--- src/rtl/traffic_pkg.sv ---
// Shared signal codes and state encoding for the intersection controller.
package traffic_pkg;

    localparam logic [1:0] CAR_RED    = 2'd0;
    localparam logic [1:0] CAR_YELLOW = 2'd1;
    localparam logic [1:0] CAR_GREEN  = 2'd2;
    localparam logic [1:0] CAR_OFF    = 2'd3;

    localparam logic [1:0] PED_DONT_WALK = 2'd0;
    localparam logic [1:0] PED_WALK      = 2'd1;
    localparam logic [1:0] PED_FLASH     = 2'd2;

    typedef enum logic [2:0] {
        StGreen     = 3'd0,
        StYellow    = 3'd1,
        StRedClearA = 3'd2,
        StWalk      = 3'd3,
        StPedClear  = 3'd4,
        StRedClearB = 3'd5,
        StFlash     = 3'd6
    } state_e;

endpackage

--- src/rtl/traffic_fsm_ped_request_sync.sv ---
// Pedestrian button synchronizer, rising-edge detect and pending-request latch.
module traffic_fsm_ped_request_sync (
    input  logic clk,
    input  logic rst_n,
    input  logic i_button,
    input  logic i_set_en,
    input  logic i_clr,
    output logic o_pending
);

    logic r_sync1;
    logic r_sync2;
    logic r_prev;
    logic r_pending;
    logic w_rise;

    assign w_rise = r_sync2 & ~r_prev;

    always_ff @(posedge clk or negedge rst_n) begin
        if (!rst_n) begin
            r_sync1   <= 1'b0;
            r_sync2   <= 1'b0;
            r_prev    <= 1'b0;
            r_pending <= 1'b0;
        end else begin
            r_sync1 <= i_button;
            r_sync2 <= r_sync1;
            r_prev  <= r_sync2;
            // Clear has priority so a request arriving on WALK entry is dropped.
            if (i_clr) begin
                r_pending <= 1'b0;
            end else if (w_rise && i_set_en) begin
                r_pending <= 1'b1;
            end
        end
    end

    assign o_pending = r_pending;

endmodule

--- src/rtl/traffic_fsm.sv ---
// Intersection phase sequencer: green/yellow/all-red/walk phases plus night flash.
module traffic_fsm
    import traffic_pkg::*;
#(
    parameter int unsigned TIMER_W         = 16,
    parameter int unsigned GREEN_MIN_TICKS = 4,
    parameter int unsigned GREEN_MAX_TICKS = 10,
    parameter int unsigned YELLOW_TICKS    = 3,
    parameter int unsigned RED_CLEAR_TICKS = 2,
    parameter int unsigned WALK_TICKS      = 5,
    parameter int unsigned PED_CLEAR_TICKS = 3,
    parameter int unsigned FLASH_TICKS     = 2
) (
    input  logic       clk,
    input  logic       rst_n,
    input  logic       pedButton,
    input  logic       flashMode,
    output logic [1:0] fsmCarControl,
    output logic [1:0] fsmPedControl,
    output logic       pedWaiting,
    output logic [2:0] stateDebug
);

    state_e             r_state;
    state_e             w_state_d;
    logic [TIMER_W-1:0] r_cnt;
    logic [TIMER_W-1:0] w_cnt_d;
    logic               r_flash_ph;
    logic               w_flash_ph_d;
    logic               w_flash_toggle;
    logic [1:0]         r_car;
    logic [1:0]         r_ped;
    logic [1:0]         w_car_d;
    logic [1:0]         w_ped_d;
    logic               w_ped_set_en;
    logic               w_ped_clr;
    logic               w_ped_waiting;

    function automatic logic last_tick(input logic [TIMER_W-1:0] cnt, input int unsigned ticks);
        return cnt == TIMER_W'(ticks - 1);
    endfunction

    always_comb begin
        w_state_d      = r_state;
        w_flash_toggle = 1'b0;
        case (r_state)
            StGreen: begin
                if (((r_cnt >= TIMER_W'(GREEN_MIN_TICKS - 1)) && (w_ped_waiting || flashMode))
                    || last_tick(r_cnt, GREEN_MAX_TICKS)) begin
                    w_state_d = StYellow;
                end
            end
            StYellow: if (last_tick(r_cnt, YELLOW_TICKS)) w_state_d = StRedClearA;
            StRedClearA: begin
                if (last_tick(r_cnt, RED_CLEAR_TICKS)) begin
                    if (flashMode)          w_state_d = StFlash;
                    else if (w_ped_waiting) w_state_d = StWalk;
                    else                    w_state_d = StGreen;
                end
            end
            StWalk:     if (last_tick(r_cnt, WALK_TICKS)) w_state_d = StPedClear;
            StPedClear: if (last_tick(r_cnt, PED_CLEAR_TICKS)) w_state_d = StRedClearB;
            StRedClearB: begin
                if (last_tick(r_cnt, RED_CLEAR_TICKS)) begin
                    w_state_d = flashMode ? StFlash : StGreen;
                end
            end
            StFlash: begin
                if (last_tick(r_cnt, FLASH_TICKS)) begin
                    if (!flashMode) w_state_d = StRedClearA;
                    else            w_flash_toggle = 1'b1;
                end
            end
            default: w_state_d = StRedClearA;
        endcase

        // In FLASH the counter restarts at every half-period boundary.
        if ((w_state_d != r_state) || w_flash_toggle) w_cnt_d = '0;
        else                                          w_cnt_d = r_cnt + 1'b1;

        if ((w_state_d != StFlash) || (r_state != StFlash)) w_flash_ph_d = 1'b0;
        else if (w_flash_toggle)                           w_flash_ph_d = ~r_flash_ph;
        else                                               w_flash_ph_d = r_flash_ph;

        w_car_d = CAR_RED;
        w_ped_d = PED_DONT_WALK;
        case (w_state_d)
            StGreen:    w_car_d = CAR_GREEN;
            StYellow:   w_car_d = CAR_YELLOW;
            StWalk:     w_ped_d = PED_WALK;
            StPedClear: w_ped_d = PED_FLASH;
            StFlash:    w_car_d = w_flash_ph_d ? CAR_OFF : CAR_YELLOW;
            default:    w_car_d = CAR_RED;
        endcase
    end

    always_ff @(posedge clk or negedge rst_n) begin
        if (!rst_n) begin
            r_state    <= StRedClearA;
            r_cnt      <= '0;
            r_flash_ph <= 1'b0;
            r_car      <= CAR_RED;
            r_ped      <= PED_DONT_WALK;
        end else begin
            r_state    <= w_state_d;
            r_cnt      <= w_cnt_d;
            r_flash_ph <= w_flash_ph_d;
            r_car      <= w_car_d;
            r_ped      <= w_ped_d;
        end
    end

    assign w_ped_set_en = (r_state != StWalk) && (r_state != StFlash);
    assign w_ped_clr    = (w_state_d == StWalk) && (r_state != StWalk);

    traffic_fsm_ped_request_sync u_ped_sync (
        .clk      (clk),
        .rst_n    (rst_n),
        .i_button (pedButton),
        .i_set_en (w_ped_set_en),
        .i_clr    (w_ped_clr),
        .o_pending(w_ped_waiting)
    );

    assign fsmCarControl = r_car;
    assign fsmPedControl = r_ped;
    assign pedWaiting    = w_ped_waiting;
    assign stateDebug    = r_state;

endmodule
--- config.mk ---
export PLATFORM = sky130hd
export DESIGN_NAME = traffic_fsm
export DESIGN_NICKNAME = d
export VERILOG_FILES = /design/src/rtl/traffic_pkg.sv /design/src/rtl/traffic_fsm_ped_request_sync.sv /design/src/rtl/traffic_fsm.sv
export SDC_FILE = /design/constraint.sdc
export NUM_CORES = 1
export LEC_CHECK = 0
export ABC_AREA = 1
export BUFFER_PORTS_ARGS = -buffer_cell sky130_fd_sc_hd__buf_2
export CAP_MARGIN = 20
export CELL_PAD_IN_SITES_DETAIL_PLACEMENT = 0
export CELL_PAD_IN_SITES_GLOBAL_PLACEMENT = 1
export CORE_AREA = 5 5 72 74
export DETAILED_ROUTE_END_ITERATION = 8
export DIE_AREA = 0 0 77 79
export PLACE_DENSITY = 0.75
export SYNTH_ARGS = -nofsm -noshare
export SYNTH_HDL_FRONTEND = slang
export SYNTH_SLANG_ARGS = --single-unit
export TNS_END_PERCENT = 50
--- constraint.sdc ---
create_clock -name clk -period 1.77 [get_ports clk]
set_input_delay 0.354 -clock clk [delete_from_list [all_inputs] [get_ports clk]]
set_output_delay 0.354 -clock clk [all_outputs]
set_load 0.02 [all_outputs]
== After elaboration in Yosys (flattened, before gate mapping) ==
Index checks and enable logic that the tools add are counted.
Word-level totals
  register bits after elaboration: 28
  bits in latches: 0
  RAM bits: 0
  ROM bits: 0
  input port bits: 4
  output and inout port bits: 8
  word-level logic and storage cells: 66
  memories kept: 0
Operators by class
  add/subtract/negate cells: 1
  multipliers: 0
  div/mod/pow operators: 0
  $lt $le $gt $ge: 1
  equality and inequality tests: 18
  shift operators: 0
  muxes and demuxes: 23
  bitwise logic cells: 3
  reductions and logical operators: 11
Operators by type and width (count)
  $mux W3: 10
  $pmux W3 S7: 1
  $add A16 B1 Y16 const B: 1
  $eq A16 B1 Y1 const B: 1
  $eq A16 B2 Y1 const B: 1
  $eq A16 B3 Y1 const B: 1
  $eq A16 B4 Y1 const B: 1
  $ge A16 B2 Y1 const B: 1
  $mux W16: 1
  $eq A3 B3 Y1 const B: 5
  $eq A3 B2 Y1 const B: 3
  $mux W1: 7
  $eq A3 B1 Y1 const B: 2
  $logic_not A3 Y1: 2
  $ne A3 B3 Y1 const B: 2
  $pmux W2 S3: 1
  $logic_and A1 B1 Y1: 4
  $logic_or A1 B1 Y1: 4
  $mux W2: 2
  $pmux W2 S2: 1
  $ne A3 B2 Y1 const B: 1
  $ne A3 B3 Y1: 1
  $not A1 Y1: 2
  $reduce_bool A2 Y1: 1
  $and A1 B1 Y1: 1

== Logic depth before layout (Yosys ltp) ==
  depth in word-level cells: 10
  mapped depth: 15
  mapped depth without buffers: 14

== Hierarchy ==
Synthesis repeated with hierarchy kept, for this count alone.
Second synthesis, totals
  cells, all modules: 210
  area total of the unflattened synthesis: 1821.7 µm²
Modules (own cells, without submodules)
  traffic_fsm: instances 1, cells an instance 202, area an instance 1695.4 µm², seq. area each 601.8 µm²
  traffic_fsm_ped_request_sync: instances 1, cells an instance 8, area an instance 126.4 µm², seq. area each 100.1 µm²

== Worst setup path before layout ==
No wires, ideal clock.
  kind: register to register
  from: register r_cnt[1]
  to: register r_cnt[13]
  library setup time: 124 ps
  arrival time: 1745 ps
  data required time: 1646 ps
  slack: -100 ps
  cell stages (with the launch flop): 15
  buffers on the path: 1
  period minus slack after synthesis: 1870 ps
  path through: dfrtp_1 inv_1 ha_1 nand2_1 nor2_4 nand3_2 nand2_1 nand2_1 nand2_1 nand2_2 nor2_1 nor2_4 nand2_4 buf_12 nor2_4
On the way
  longest elaborated chain between the ends: 8
  elaborated cells on any way between the ends: 21
  those cells by class: 1 x add/sub; 1 x order compare; 5 x eq/ne; 11 x mux; 3 x reduce/logical
RTL lines
  from (decl): RTL line traffic_fsm.sv:26  | logic [TIMER_W-1:0] r_cnt;
  from (signal assigned): RTL line traffic_fsm.sv:106  | r_cnt <= w_cnt_d;
  $ge A16 B2 Y1: RTL line traffic_fsm.sv:48  | if (((r_cnt >= TIMER_W'(GREEN_MIN_TICKS - 1)) && (w_ped_waiting || flashMode))
  $logic_and A1 B1 Y1: RTL line traffic_fsm.sv:48
  $logic_or A1 B1 Y1: RTL line traffic_fsm.sv:49  | || last_tick(r_cnt, GREEN_MAX_TICKS)) begin
  $mux W3: RTL line traffic_fsm.sv:48
  $pmux W3 S7 *: RTL line traffic_fsm.sv:46  | case (r_state)
  named net w_state_d[1]: RTL line traffic_fsm.sv:25  | state_e w_state_d;
  $ne A3 B3 Y1 *: RTL line traffic_fsm.sv:78  | if ((w_state_d != r_state) || w_flash_toggle) w_cnt_d = '0;
  $logic_or A1 B1 Y1 *: RTL line traffic_fsm.sv:78
  $mux W16 *: RTL line traffic_fsm.sv:78
  named net w_cnt_d[13]: RTL line traffic_fsm.sv:27  | logic [TIMER_W-1:0] w_cnt_d;
Mark *: on every way through the listed nets, which the timed path passes. The rest lies on a longest branch.
A chain may end at the register's enable or synchronous reset.

== Worst setup path in the final report ==
  from: register r_cnt[0]
  to: register r_cnt[5]
The elaborated chain is that of the path after synthesis.

==> impl_metrics.toml <==
[status]
status = "complete, but fails checks"
violations = "setup timing"

[placement]
place_congestion = 0.8133
portBuffers = 11
place_ws_ns = -0.3126
dp_hpwl_microns = 2815
placed_area_sq_mm = 0.002198
place_inst = 313

[power_and_ir_drop]
vdd_drop_max_mv = 1.054
combPwrFrac_pct = 59.7
p_leak_uw = 0.001162
pwr-share-seq_pct = 24.9
power.density_mw_per_mm2 = 1338
p_int_uw = 1752
swShare_pct = 46.83
pwr-share-clk_pct = 15.4
power_switching_uw = 1543

[global_routing]
grt_pass1_vias = 1538
grt_pass1_wl_microns = 6727
antenna_found_initial = 0
grtUsageTotal_pct = 13.44
grt_max_degree = 29
grt_overflow = 0

[timing]
relSlewSlack_pct = 59.35
layout_setup_ws_ns = -0.2358
fin_skew_ns = 0.002450
maxSlewViolCount = 0
finalHoldViolations = 0
fin_tns_setup_ns = -3.996
fin_crit_ns = 2.006
finalSetupViolCount = 20
rsz0062_at_grt = "true"
min_period_over_period_pct = 113.3
tightest_slew_ns = 0.6097
clock.fmax_mhz = 498.5

[route]
drcViolationCount = 0
routedWlPerCell_microns = 12.31
drt-total-wl_microns = 3990
via_per_inst = 4.667
via_count = 1512
first_pass_iters = 4
antenna_left = 0
drt_iter0_markers = 80

[critical_path]
cp-end-kind = "flop"
worstRegToRegCells = 14
cp_cell_sequence = "inv_2, ha_4, nand3_1, nor2_2, nand2_4, nand2_4, nand2_2, nor2_4, nand3_4, nand2_2, nand2_2, nor2_4, nand2_8, nor2_4"
critical_path.slowest_cell = "dfrtp_2"
critPathMaxFanout = 8
crit_type = "flop to flop"
cp-start-kind = "flop"
max_stage_delay_ns = 0.47
rrSetupSlack_ns = -0.24
required_ns = 1.99
worstPathArrival_ns = 2.22

[layout]
final_nets = 279
antennaDiodeCount = 0
fin_util_pct = 54.32
drive_gt1_share_pct = 48.15
area_delta_synth_final_pct = 40.04
finalNonFillerCells = 324
design_area_sq_mm = 0.002464

[clock_tree]
numCtsBuffers = 3
clock-sinks = 28
cts_tree = "done"
cts_buffer_depth = 2
htree_num_levels = 1
clk_pin_slew_ns = 0.10
clockRootBuffer = "clkbuf_8"
ctsHoldBuffers = 0
clock_latency_ns = 0.27

[synth]
syn_area_sq_mm = 0.001759
avgSynthCellArea_sq_um = 8.498
synth_nets = 215
syn_inst = 207
yosysWarnings = 0
synth_cell_type_count = 27
ys_ff_latch = 28
synthArstFlopShare_pct = 100.0
ys_seq_area_share_pct = 39.90
synth_ff_type = "dfrtp_1"
synth_edf_count = 0

[floorplan]
fp.dieH_microns = 79
core_sq_mm = 0.004536
die_area_sq_mm = 0.006083
pin_count = 12
initial_core_util_pct = 38.79
die_x_microns = 77
rows = 25

[job]
maxCapViolations = 0

[hold_path]
hold_path.class = "input port to asynchronous set/reset pin"
==> cells in the final DEF (no fill, tap or decap), drive strengths merged <==
cell type,n
buf,60
nand2,51
nor2,44
dfrtp,27
inv,27
nand3,16
xor2,12
nand4,7
nor3,7
clkbuf,4
ha,4
nor4,2
xnor2,2
nand3b,1
or2,1
o22ai,1
o21ai,1
o21a,1
bufinv,1
dfstp,1
==> cells by family after synthesis <==
kind of cell / synth area share [%]
XOR/XNOR: 6.970
AND/OR/NAND/NOR: 41.25
buffers and inverters: 7.966
AO/OA/AOI/OAI: 1.067
adder cells (fa/ha/maj): 2.845
flip-flops: 39.90
==> registers in the layout (all words and copies together) (netlist names) <==
| signal | count |
|---|---|
| fsmPedControl | 2 |
| r_flash_ph | 1 |
| r_cnt | 16 |
| stateDebug | 3 |
| u_ped_sync.r_sync2 | 1 |
| u_ped_sync.r_prev | 1 |
| fsmCarControl | 2 |
| u_ped_sync.r_sync1 | 1 |
| u_ped_sync.o_pending | 1 |
==> critical path: cells and delay by family, from the launching register on <==
family / cells / cell delay (ns)
buf+inv: 1 / 0.10
simple gates: 12 / 1.24
fa+ha+maj: 1 / 0.13
flops: 1 / 0.47
==> what timing repair did <==
action,in CTS,in global routing
gates resized for setup,10,23
cloned,1,1
pin swaps,6,6
endpoints found under the setup margin,20,22
buffers inserted,2,3
==> synth_stat cells (4+ instances only) <==
cell type	count	area share (%)
dfrtp_1	27	38
ha_1	4	2.8
inv_1	27	5.8
nand2_1	37	7.9
nand2_2	12	4.3
nand3_1	13	3.7
nand4_1	7	2.5
nor2_1	23	4.9
nor2_2	7	2.5
nor2_4	14	9.0
nor3_1	6	1.7
xor2_1	12	6.0
==> final timing paths <==
| check | from | to |
|---|---|---|
| worst max-delay path | r_cnt[0]$_DFF_PN0_ | r_cnt[5]$_DFF_PN0_ |
| worst min-delay path | rst_n | fsmPedControl[0]$_DFF_PN0_ |
| worst max register to register | r_cnt[0]$_DFF_PN0_ | r_cnt[5]$_DFF_PN0_ |
| worst min register to register | u_ped_sync.r_sync1$_DFF_PN0_ | u_ped_sync.r_sync2$_DFF_PN0_ |
| max in group asynchronous | rst_n | r_cnt[0]$_DFF_PN0_ |
| min in group clk | pedButton | u_ped_sync.r_sync1$_DFF_PN0_ |
==> stage by stage <==
| stage | power (uW) | hold slack [ns] |
|---|---|---|
| 5_1_grt | 3516 | 0.1337 |
| 2_1_floorplan | 2068 | 0.05841 |
| 4_1_cts | 3189 | 0.1033 |
| 6_report | 3295 | 0.07615 |
| 3_3_place_gp | 2340 | 0.3343 |
| 3_5_place_dp | 2362 | 0.3355 |
==> final cells by class <==
class	instances	area, sq um
sequential	28	703.2
clock inverter	1	30.03
fill	438	2072
timing repair buffer	61	460.4
clock buffer	3	41.29
multi-input combinational	150	1060
tap	54	67.56
inverter	27	101.3
==> power by group through the flow <==
stage / Combinational [uW] / Sequential (uW) / Clock (uW)
floorplan: 1180 / 883 / 0
global placement: 1520 / 816 / 0
detailed placement: 1540 / 820 / 0
CTS: 1850 / 811 / 524
global route: 2140 / 836 / 543
finish: 1970 / 820 / 509
==> per-layer routing <==
metal	vias to the layer above	part of all wire, %	routed length, microns	global-route usage [%]
met5	-	0	0	0
met4	0	1.2	47	3.093
met3	4	3.6	145	2.268
met2	31	52	2087	24.62
met1	708	43	1710	16.43
li1	769	-	-	-
Power figures use the tool's default switching activity.
